[src/rtl/encoder83_debounce_pkg.sv]
// ---------------------------------------------------------------------------
// encoder83_debounce_pkg
// Shared widths and FSM state encodings for the debounced 8-to-3 priority
// encoder slice. Imported by encoder83_debounce and pri_enc83.
// ---------------------------------------------------------------------------
package encoder83_debounce_pkg;

    localparam int IN_W   = 8;
    localparam int CODE_W = 3;

    // STABLE: committed pattern matches the synchronized input.
    // FILTER: a different pattern is being timed before it may be committed.
    typedef enum logic {
        ST_STABLE = 1'b0,
        ST_FILTER = 1'b1
    } state_t;

endpackage

[src/rtl/encoder83_debounce_pri_enc.sv]
// ---------------------------------------------------------------------------
// pri_enc83
// Purely combinational 8-to-3 priority encoder with presence and multi-hot
// flags.
// Ports:
//   pattern : 8-bit input pattern, bit i maps to code i
//   code    : index of the highest set bit, 0 when no bit is set
//   valid   : at least one bit set
//   multi   : more than one bit set
// ---------------------------------------------------------------------------
module pri_enc83
    import encoder83_debounce_pkg::*;
(
    input  logic [IN_W-1:0]   pattern,
    output logic [CODE_W-1:0] code,
    output logic              valid,
    output logic              multi
);

    logic [3:0] ones;

    // Scan from bit 0 upwards so the highest set bit is the last one written
    // and therefore wins; the same pass counts set bits for the multi flag.
    always_comb begin
        code = '0;
        ones = '0;
        for (int i = 0; i < IN_W; i++) begin
            if (pattern[i]) begin
                code = CODE_W'(i);
            end
            ones = ones + {3'b000, pattern[i]};
        end
        valid = |pattern;
        multi = (ones > 4'd1);
    end

endmodule

[src/rtl/encoder83_debounce.sv]
// ---------------------------------------------------------------------------
// encoder83_debounce
// Synchronizes and debounces 8 raw input lines, then priority-encodes the
// committed pattern into registered outputs.
// Ports:
//   sys_clk   : system clock, rising edge
//   sys_rst_n : asynchronous active-low reset
//   in        : raw asynchronous input lines (bit i -> code i)
//   code      : highest set bit of the debounced pattern, 0 when none
//   valid     : debounced pattern is non-zero
//   multi     : debounced pattern has more than one bit set
//   code_stb  : one-cycle pulse on the cycle code/valid/multi update
// A new pattern must be seen unchanged for CNT_MAX+1 synchronized samples
// before it is committed.
// ---------------------------------------------------------------------------
module encoder83_debounce
    import encoder83_debounce_pkg::*;
#(
    parameter int CNT_MAX = 999_999,
    parameter int CNT_W   = $clog2(CNT_MAX + 1)
) (
    input  logic              sys_clk,
    input  logic              sys_rst_n,
    input  logic [IN_W-1:0]   in,
    output logic [CODE_W-1:0] code,
    output logic              valid,
    output logic              multi,
    output logic              code_stb
);

    localparam logic [CNT_W-1:0] CNT_LAST = CNT_W'(CNT_MAX);

    logic [IN_W-1:0]   s1;
    logic [IN_W-1:0]   s2;

    state_t            state_q,  state_d;
    logic [IN_W-1:0]   cand_q,   cand_d;
    logic [IN_W-1:0]   stable_q, stable_d;
    logic [CNT_W-1:0]  cnt_q,    cnt_d;
    logic [CODE_W-1:0] code_q,   code_d;
    logic              valid_q,  valid_d;
    logic              multi_q,  multi_d;
    logic              stb_q,    stb_d;

    logic [CODE_W-1:0] enc_code;
    logic              enc_valid;
    logic              enc_multi;

    // The encoder watches the candidate so its result is ready to be
    // registered on the very edge the candidate is committed.
    pri_enc83 u_pri_enc (
        .pattern (cand_q),
        .code    (enc_code),
        .valid   (enc_valid),
        .multi   (enc_multi)
    );

    // Two-flop synchronizer per line; only s2 is safe to use downstream.
    always_ff @(posedge sys_clk or negedge sys_rst_n) begin
        if (!sys_rst_n) begin
            s1 <= '0;
            s2 <= '0;
        end else begin
            s1 <= in;
            s2 <= s1;
        end
    end

    // All FSM state, the filter counter and the output registers update
    // together, so a commit moves code/valid/multi/code_stb on one edge.
    always_ff @(posedge sys_clk or negedge sys_rst_n) begin
        if (!sys_rst_n) begin
            state_q  <= ST_STABLE;
            cand_q   <= '0;
            stable_q <= '0;
            cnt_q    <= '0;
            code_q   <= '0;
            valid_q  <= 1'b0;
            multi_q  <= 1'b0;
            stb_q    <= 1'b0;
        end else begin
            state_q  <= state_d;
            cand_q   <= cand_d;
            stable_q <= stable_d;
            cnt_q    <= cnt_d;
            code_q   <= code_d;
            valid_q  <= valid_d;
            multi_q  <= multi_d;
            stb_q    <= stb_d;
        end
    end

    // Debounce FSM. In FILTER the checks run in priority order: a bounce back
    // to the committed pattern abandons the filter, a further change restarts
    // it, and only a full run of identical samples commits the candidate.
    // The strobe defaults low so it can only ever last one cycle.
    always_comb begin
        state_d  = state_q;
        cand_d   = cand_q;
        stable_d = stable_q;
        cnt_d    = cnt_q;
        code_d   = code_q;
        valid_d  = valid_q;
        multi_d  = multi_q;
        stb_d    = 1'b0;
        case (state_q)
            ST_STABLE: begin
                if (s2 != stable_q) begin
                    cand_d  = s2;
                    cnt_d   = '0;
                    state_d = ST_FILTER;
                end
            end
            ST_FILTER: begin
                if (s2 == stable_q) begin
                    cnt_d   = '0;
                    state_d = ST_STABLE;
                end else if (s2 != cand_q) begin
                    cand_d = s2;
                    cnt_d  = '0;
                end else if (cnt_q == CNT_LAST) begin
                    stable_d = cand_q;
                    code_d   = enc_code;
                    valid_d  = enc_valid;
                    multi_d  = enc_multi;
                    stb_d    = 1'b1;
                    cnt_d    = '0;
                    state_d  = ST_STABLE;
                end else begin
                    cnt_d = cnt_q + 1'b1;
                end
            end
            default: begin
                state_d = ST_STABLE;
            end
        endcase
    end

    assign code     = code_q;
    assign valid    = valid_q;
    assign multi    = multi_q;
    assign code_stb = stb_q;

endmodule

[config.mk]
export PLATFORM = sky130hd
export DESIGN_NAME = encoder83_debounce
export DESIGN_NICKNAME = d
export VERILOG_FILES = /design/src/rtl/encoder83_debounce_pkg.sv /design/src/rtl/encoder83_debounce_pri_enc.sv /design/src/rtl/encoder83_debounce.sv
export SDC_FILE = /design/constraint.sdc
export NUM_CORES = 1
export LEC_CHECK = 0
export ABC_AREA = 0
export CAP_MARGIN = 40
export CORE_MARGIN = 1.5
export CORE_UTILIZATION = 40
export CTS_BUF_LIST = sky130_fd_sc_hd__clkbuf_8
export DETAILED_ROUTE_END_ITERATION = 10
export PLACE_DENSITY_LB_ADDON = 0.3
export SYNTH_ARGS = -nofsm -noshare
export SYNTH_HDL_FRONTEND = slang
export SYNTH_HIERARCHICAL = 1
export SYNTH_SLANG_ARGS = --single-unit
[constraint.sdc]
create_clock -name sys_clk -period 4.7 [get_ports sys_clk]
set_input_delay 1.41 -clock sys_clk [delete_from_list [all_inputs] [get_ports sys_clk]]
set_output_delay 1.41 -clock sys_clk [all_outputs]
set_load 0.01 [all_outputs]
; ---- Word-level counts from Yosys, hierarchy flattened
; Cells that the tools add are included.
; Widths: inputs -> output; s select.
[op_classes]
n_addsub = 8
order_cmp = 1
eq_ne = 7
muxes = 25
bitwise = 3
reduce_logical = 3
[op_table]
columns = operator, count
row1 = $mux 20, 4
row2 = $pmux 20 s2, 1
row3 = $add 4x1->4, 6
row4 = $mux 8, 3
row5 = $add 20x1->20 const B, 1
row6 = $eq 20x20->1 const B, 1
row7 = $ne 8x8->1, 2
row8 = $pmux 8 s2, 1
row9 = $mux 3, 4
row10 = $mux 1, 9
row11 = $eq 8x8->1, 1
row12 = $reduce_or 8->1, 1
row13 = $gt 4x1->1 const B, 1
row14 = $mux 2, 2
row15 = $ne 2x2->1 const B, 2
row16 = $reduce_and 4->1, 1
row17 = $not 1->1, 3
row18 = $reduce_and 3->1, 1
row19 = $add 1x1->2, 1
row20 = $ne 2x1->1 const B, 1
row21 = $pmux 1 s2, 1
[totals]
register_bits = 59
inputBits = 10
out_inout_bits = 6
wordCells = 57

; ---- Longest topological paths before layout
[depth]
depth_word = 8
depth_mapped = 11
ltp_nobuf = 11

; ---- By module
; Netlist, hierarchy kept.
[by_module_without_submodules]
columns = mod, instances, cells_each, area_each_um2, seq_area_each_um2
row1 = encoder83_debounce, 1, 219, 2632.5, 1476.4
row2 = pri_enc83, 1, 33, 261.5, 0.0

; ---- Worst setup path after synthesis
; Ideal clock, no wire load.
[synth_timing]
path_type = register to register
start = reg cand_q[0]
end = reg multi_q, in the netlist multi
setup_time_ps = 125
arrival_time_ps = 3185
required_time_ps = 4575
slack_ps = 1390
path_stages_with_launch = 12
n_path_buf = 0
synth_period_minus_slack_ps = 3310
cell_sequence = dfrtp_1 -> fa_1 -> inv_1 -> fa_1 -> fa_1 -> inv_1 -> ha_1 -> inv_1 -> fa_1 -> a2111oi_2 -> o21ai_1 -> mux2_4
[synth_between]
elab_chain_cells = 8
word_cells_on_any_way = 11
classes_between = add/sub: 7 / order compare: 1 / eq/ne: 1 / bitwise: 1 / reduce/logical: 1
[synth_lines]
columns = item, line
row1 = "start, declared", encoder83_debounce.sv:37  ; logic [IN_W-1:0] cand_q, cand_d;
row2 = "start signal, assigned", encoder83_debounce.sv:83  ; cand_q <= cand_d;
row3 = $add 1x1->2, encoder83_debounce_pri_enc.sv:31  ; ones = ones + {3'b000, pattern[i]};
row4 = $add 4x1->4 (6 in a row), encoder83_debounce_pri_enc.sv:31
row5 = $gt 4x1->1, encoder83_debounce_pri_enc.sv:34  ; multi = (ones > 4'd1);
row6 = named net enc_multi, encoder83_debounce.sv:47  ; logic enc_multi;
row7 = "end signal, assigned", encoder83_debounce.sv:88  ; multi_q <= multi_d;
row8 = "end, declared", encoder83_debounce.sv:42  ; logic multi_q, multi_d;
; The timed path passes the listed nets, and every way through them passes these cells.
; A chain may end at the register's enable or synchronous reset.

; ---- Worst setup path in the final report
; Same ends and word-level chain as after synthesis.

==> results.md <==
- Final-report max-slew violation count: 0
- Final setup viols: 0
- Post-detailed-route count of antenna-violating nets: 0
- Cell taking the most area after synthesis: dfrtp_1
- Synthesized instance count: 252
- Total wire length: between 5000 and 6000 µm
- Post-synth top area share: about 51%
- R2r setup slk: 1.23 ns
- RSZ-0062 raised after global routing: no
- First-pass GRT wire length: ~9000 µm
- Clock transition at the registers of the reported paths: around 0.070 ns
- Final hold vios: 0
- Asr flop ratio synth: between 90% and 100%
- CTS Hold Buffers Added: 0
- Crit path from: cand_q[0]$_DFFE_PN0P_
- Area of the core: ~7000 µm²
- Worst EP arrival: ~3.7 ns
- FF-to-FF End: multi$_DFFE_PN0P_
- Post_cts resized: 0
- Synthesis-to-layout area growth: 15.6%
- Pre-antenna DRT Iters: 4
- Synth cell types: 47
- CP Class: reg2reg
- Worst vdd ir: roughly 0.18 mV
- PwrDens: roughly 320 nW/µm²
- Drt via density: between 5 and 6
- Buffers on Ports: 15
- Die Ht: 88.1 µm
- TritonCTS clock tree: built
- Ratio of cells with drive above 1 in the final layout: between 10% and 20%
- Crit path max fanout: 5
- Syn_area_per_cell: around 11 µm²
- Top FF cell, synth: dfrtp_1
- Post-synthesis mux area share: about a tenth
- Crit path capture: multi$_DFFE_PN0P_
- Initial antenna violation count: 0
- Site row count: 30
- Critical Path RT: slightly below 5 ns
- CTS sink count: between 50 and 60
- Max cap viols: 0
- Post-Synth Adder-Cell Area: around 4.9%
- CTS Buf Count: 9
- Syn Std Cell Area: between 2000 and 3000 µm²
- Register bit total from synthesis: approximately 60
- Maximum clock path buffer count: 2
- P_leak: about 1.5 nW
- Largest net degree at the start of global routing: 32
- Die area: ~7800 µm²
- CTS root buf: clkbuf_8
- H-tree levels: 3
- Slew @ Worst Pin: a little under 0.7 ns
- Final net count: about 290
- Total number of vias: about 1.9k
- Total Routing Usage GR: between 10% and 20%
- Worst hold-check path type: reg2reg
- EDFF count, synth: 0
- Total congestion overflow: 0
- Setup bufs post-CTS: 0
- Synth area leaders: dfrtp_1 (51%), mux2_2 (5.1%), mux2_4 (4.7%)
- Syn_nets: around 270
- Sequential share of the synthesized area: about half
- Ports: 16
- Fin crit share: 73.8%
- R2R depth: 11
- Fraction of the mapped netlist area in compound gates: between 10% and 20%
- Crit start category: flip-flop
- Number of remaining DRC errors: 0
- Dpl cells: between 300 and 400
- Rel. slew slack: 54.7%
- WHS: around 0.35 ns
- ANT cells: 0
- DR WL/cell: approximately 14 µm
- Via count of the first global-routing pass: between 1.5k and 2k
- Clock Skews: approximately 0.0061 ns
- Non-filler cells, final: 375
- Chip Width: 88.1 µm
- Clock Latency Late Sink: 0.34 ns
- Initial DRC Count: 98
- Crit end category: flip-flop
- Largest family of logic cells by synthesized area: simple AND/OR/NAND/NOR gates
- Crit path time final: 3.47 ns
- Gpl congestion: about 0.83
- Outcome: finished, final reports clean
- Post-synthesis xor/xnor area fraction: 4.84%
- TNS Setup: 0 ns
- YS warnings: 6
- Simple-gate area share of the yosys netlist: ~15%
- Fill count: a little over 600
- Post-DP HPWL: roughly 3500 µm
- Max frequency: 288 MHz
- Starting density of the core: roughly two fifths
- Hold Startpoint: s1[2]$_DFF_PN0_
- Worst R2R Start: cand_q[0]$_DFFE_PN0P_
-- how the worst min path moves through the flow --
stage                 endpoint  slack [ns]  depth (start not counted)
2_1_floorplan  s2[0]$_DFF_PN0_        0.33                          0
3_3_place_gp   s2[2]$_DFF_PN0_        0.33                          0
3_5_place_dp   s2[2]$_DFF_PN0_        0.34                          0
4_1_cts        s2[2]$_DFF_PN0_        0.35                          0
5_1_grt        s2[4]$_DFF_PN0_        0.36                          0
6_report       s2[2]$_DFF_PN0_        0.35                          0
-- per-layer routing --
layer,vias up,global-route usage [%],routed length [µm]
li1,948,-,-
met1,908,22.4,2590
met2,35,20.9,2190
met3,7,3.77,181
met4,0,8.81,104
met5,-,0,0
-- flip-flops by register name (all words and copies together), names as in the netlist --
name      count
s2            8
valid         1
code          3
cnt_q        20
cand_q        8
multi         1
stable_q      8
state_q       1
code_stb      1
s1            8
-- synth_stat cells, types with 2 or more instances --
master and number:
mux2_2 13, a21oi_1 11, ha_1 5, buf_2 2, buf_6 3, fa_1 4, inv_2 4, mux2_4 9
a22o_1 3, and3_1 6, nor2_1 13, nand3_1 9, nor4_1 5, o21ai_0 8, dfrtp_1 59, a221o_1 4
inv_1 15, nor3_1 4, xor2_1 7, nand4_1 8, o311a_1 2, a31oi_1 7, a21o_1 2, and2_1 2
xnor2_1 9, nand2_1 17
-- layout make-up --
type	count	area, µm²	area share [%]
Sequential cell	59	1480	44.1
Multi-Input combinational cell	167	1300	38.9
Timing Repair Buffer	18	175	5.24
Clock buffer	9	124	3.70
Tap cell	96	120	3.59
Clock inverter	7	77.6	2.32
Inverter	19	71.3	2.13
-- report_power, final --
part,total [mW],leakage (nW),switching [mW],internal (mW)
sequential,0.530,0.764,0.0119,0.518
clock,0.464,0.0881,0.217,0.247
combinational,0.0771,0.625,0.0414,0.0357
-- logic make-up after synthesis --
logic type | count (synthesis)
multiplexers | 23
flip-flops | 59
adder cells (fa/ha/maj) | 9
AND/OR/NAND/NOR | 76
buffers and inverters | 26
AO/OA/AOI/OAI | 43
XOR/XNOR | 16
-- worst max-delay path: stages, from the launching register on --
cell       delay, ns
dfrtp_1         0.45
fa_1            0.55
inv_1           0.05
fa_1            0.51
fa_1            0.41
inv_1           0.07
ha_1            0.18
inv_1           0.07
fa_1            0.40
a2111oi_2       0.34
o21ai_1         0.09
mux2_4          0.26
-- layout by cell type (no fill, tap or decap), types with 6 or more instances in the layout --
master and n:
mux2_4 9, inv_1 15, xnor2_1 9, clkdlybuf4s50_1 14
and3_1 6, xor2_1 7, mux2_2 13, a31oi_1 7
nand4_1 8, a21oi_1 11, nor2_1 13, clkbuf_8 9
dfrtp_1 59, nand3_1 9, o21ai_0 8, nand2_1 17
-- metrics by stage --
stage | total power [mW] | setup WS (ns) | utilization [%] | area (µm²)
3_3_place_gp | 0.613 | 1.33 | 45.2 | 3120
5_1_grt | 1.13 | 1.08 | 48.4 | 3340
3_5_place_dp | 0.619 | 1.22 | 45.5 | 3140
6_report | 1.07 | 1.23 | 48.4 | 3340
2_1_floorplan | 0.586 | 1.39 | - | 2890
4_1_cts | 1.09 | 1.22 | 48.4 | 3340
Note: power is estimated with default switching activity, not from simulation.
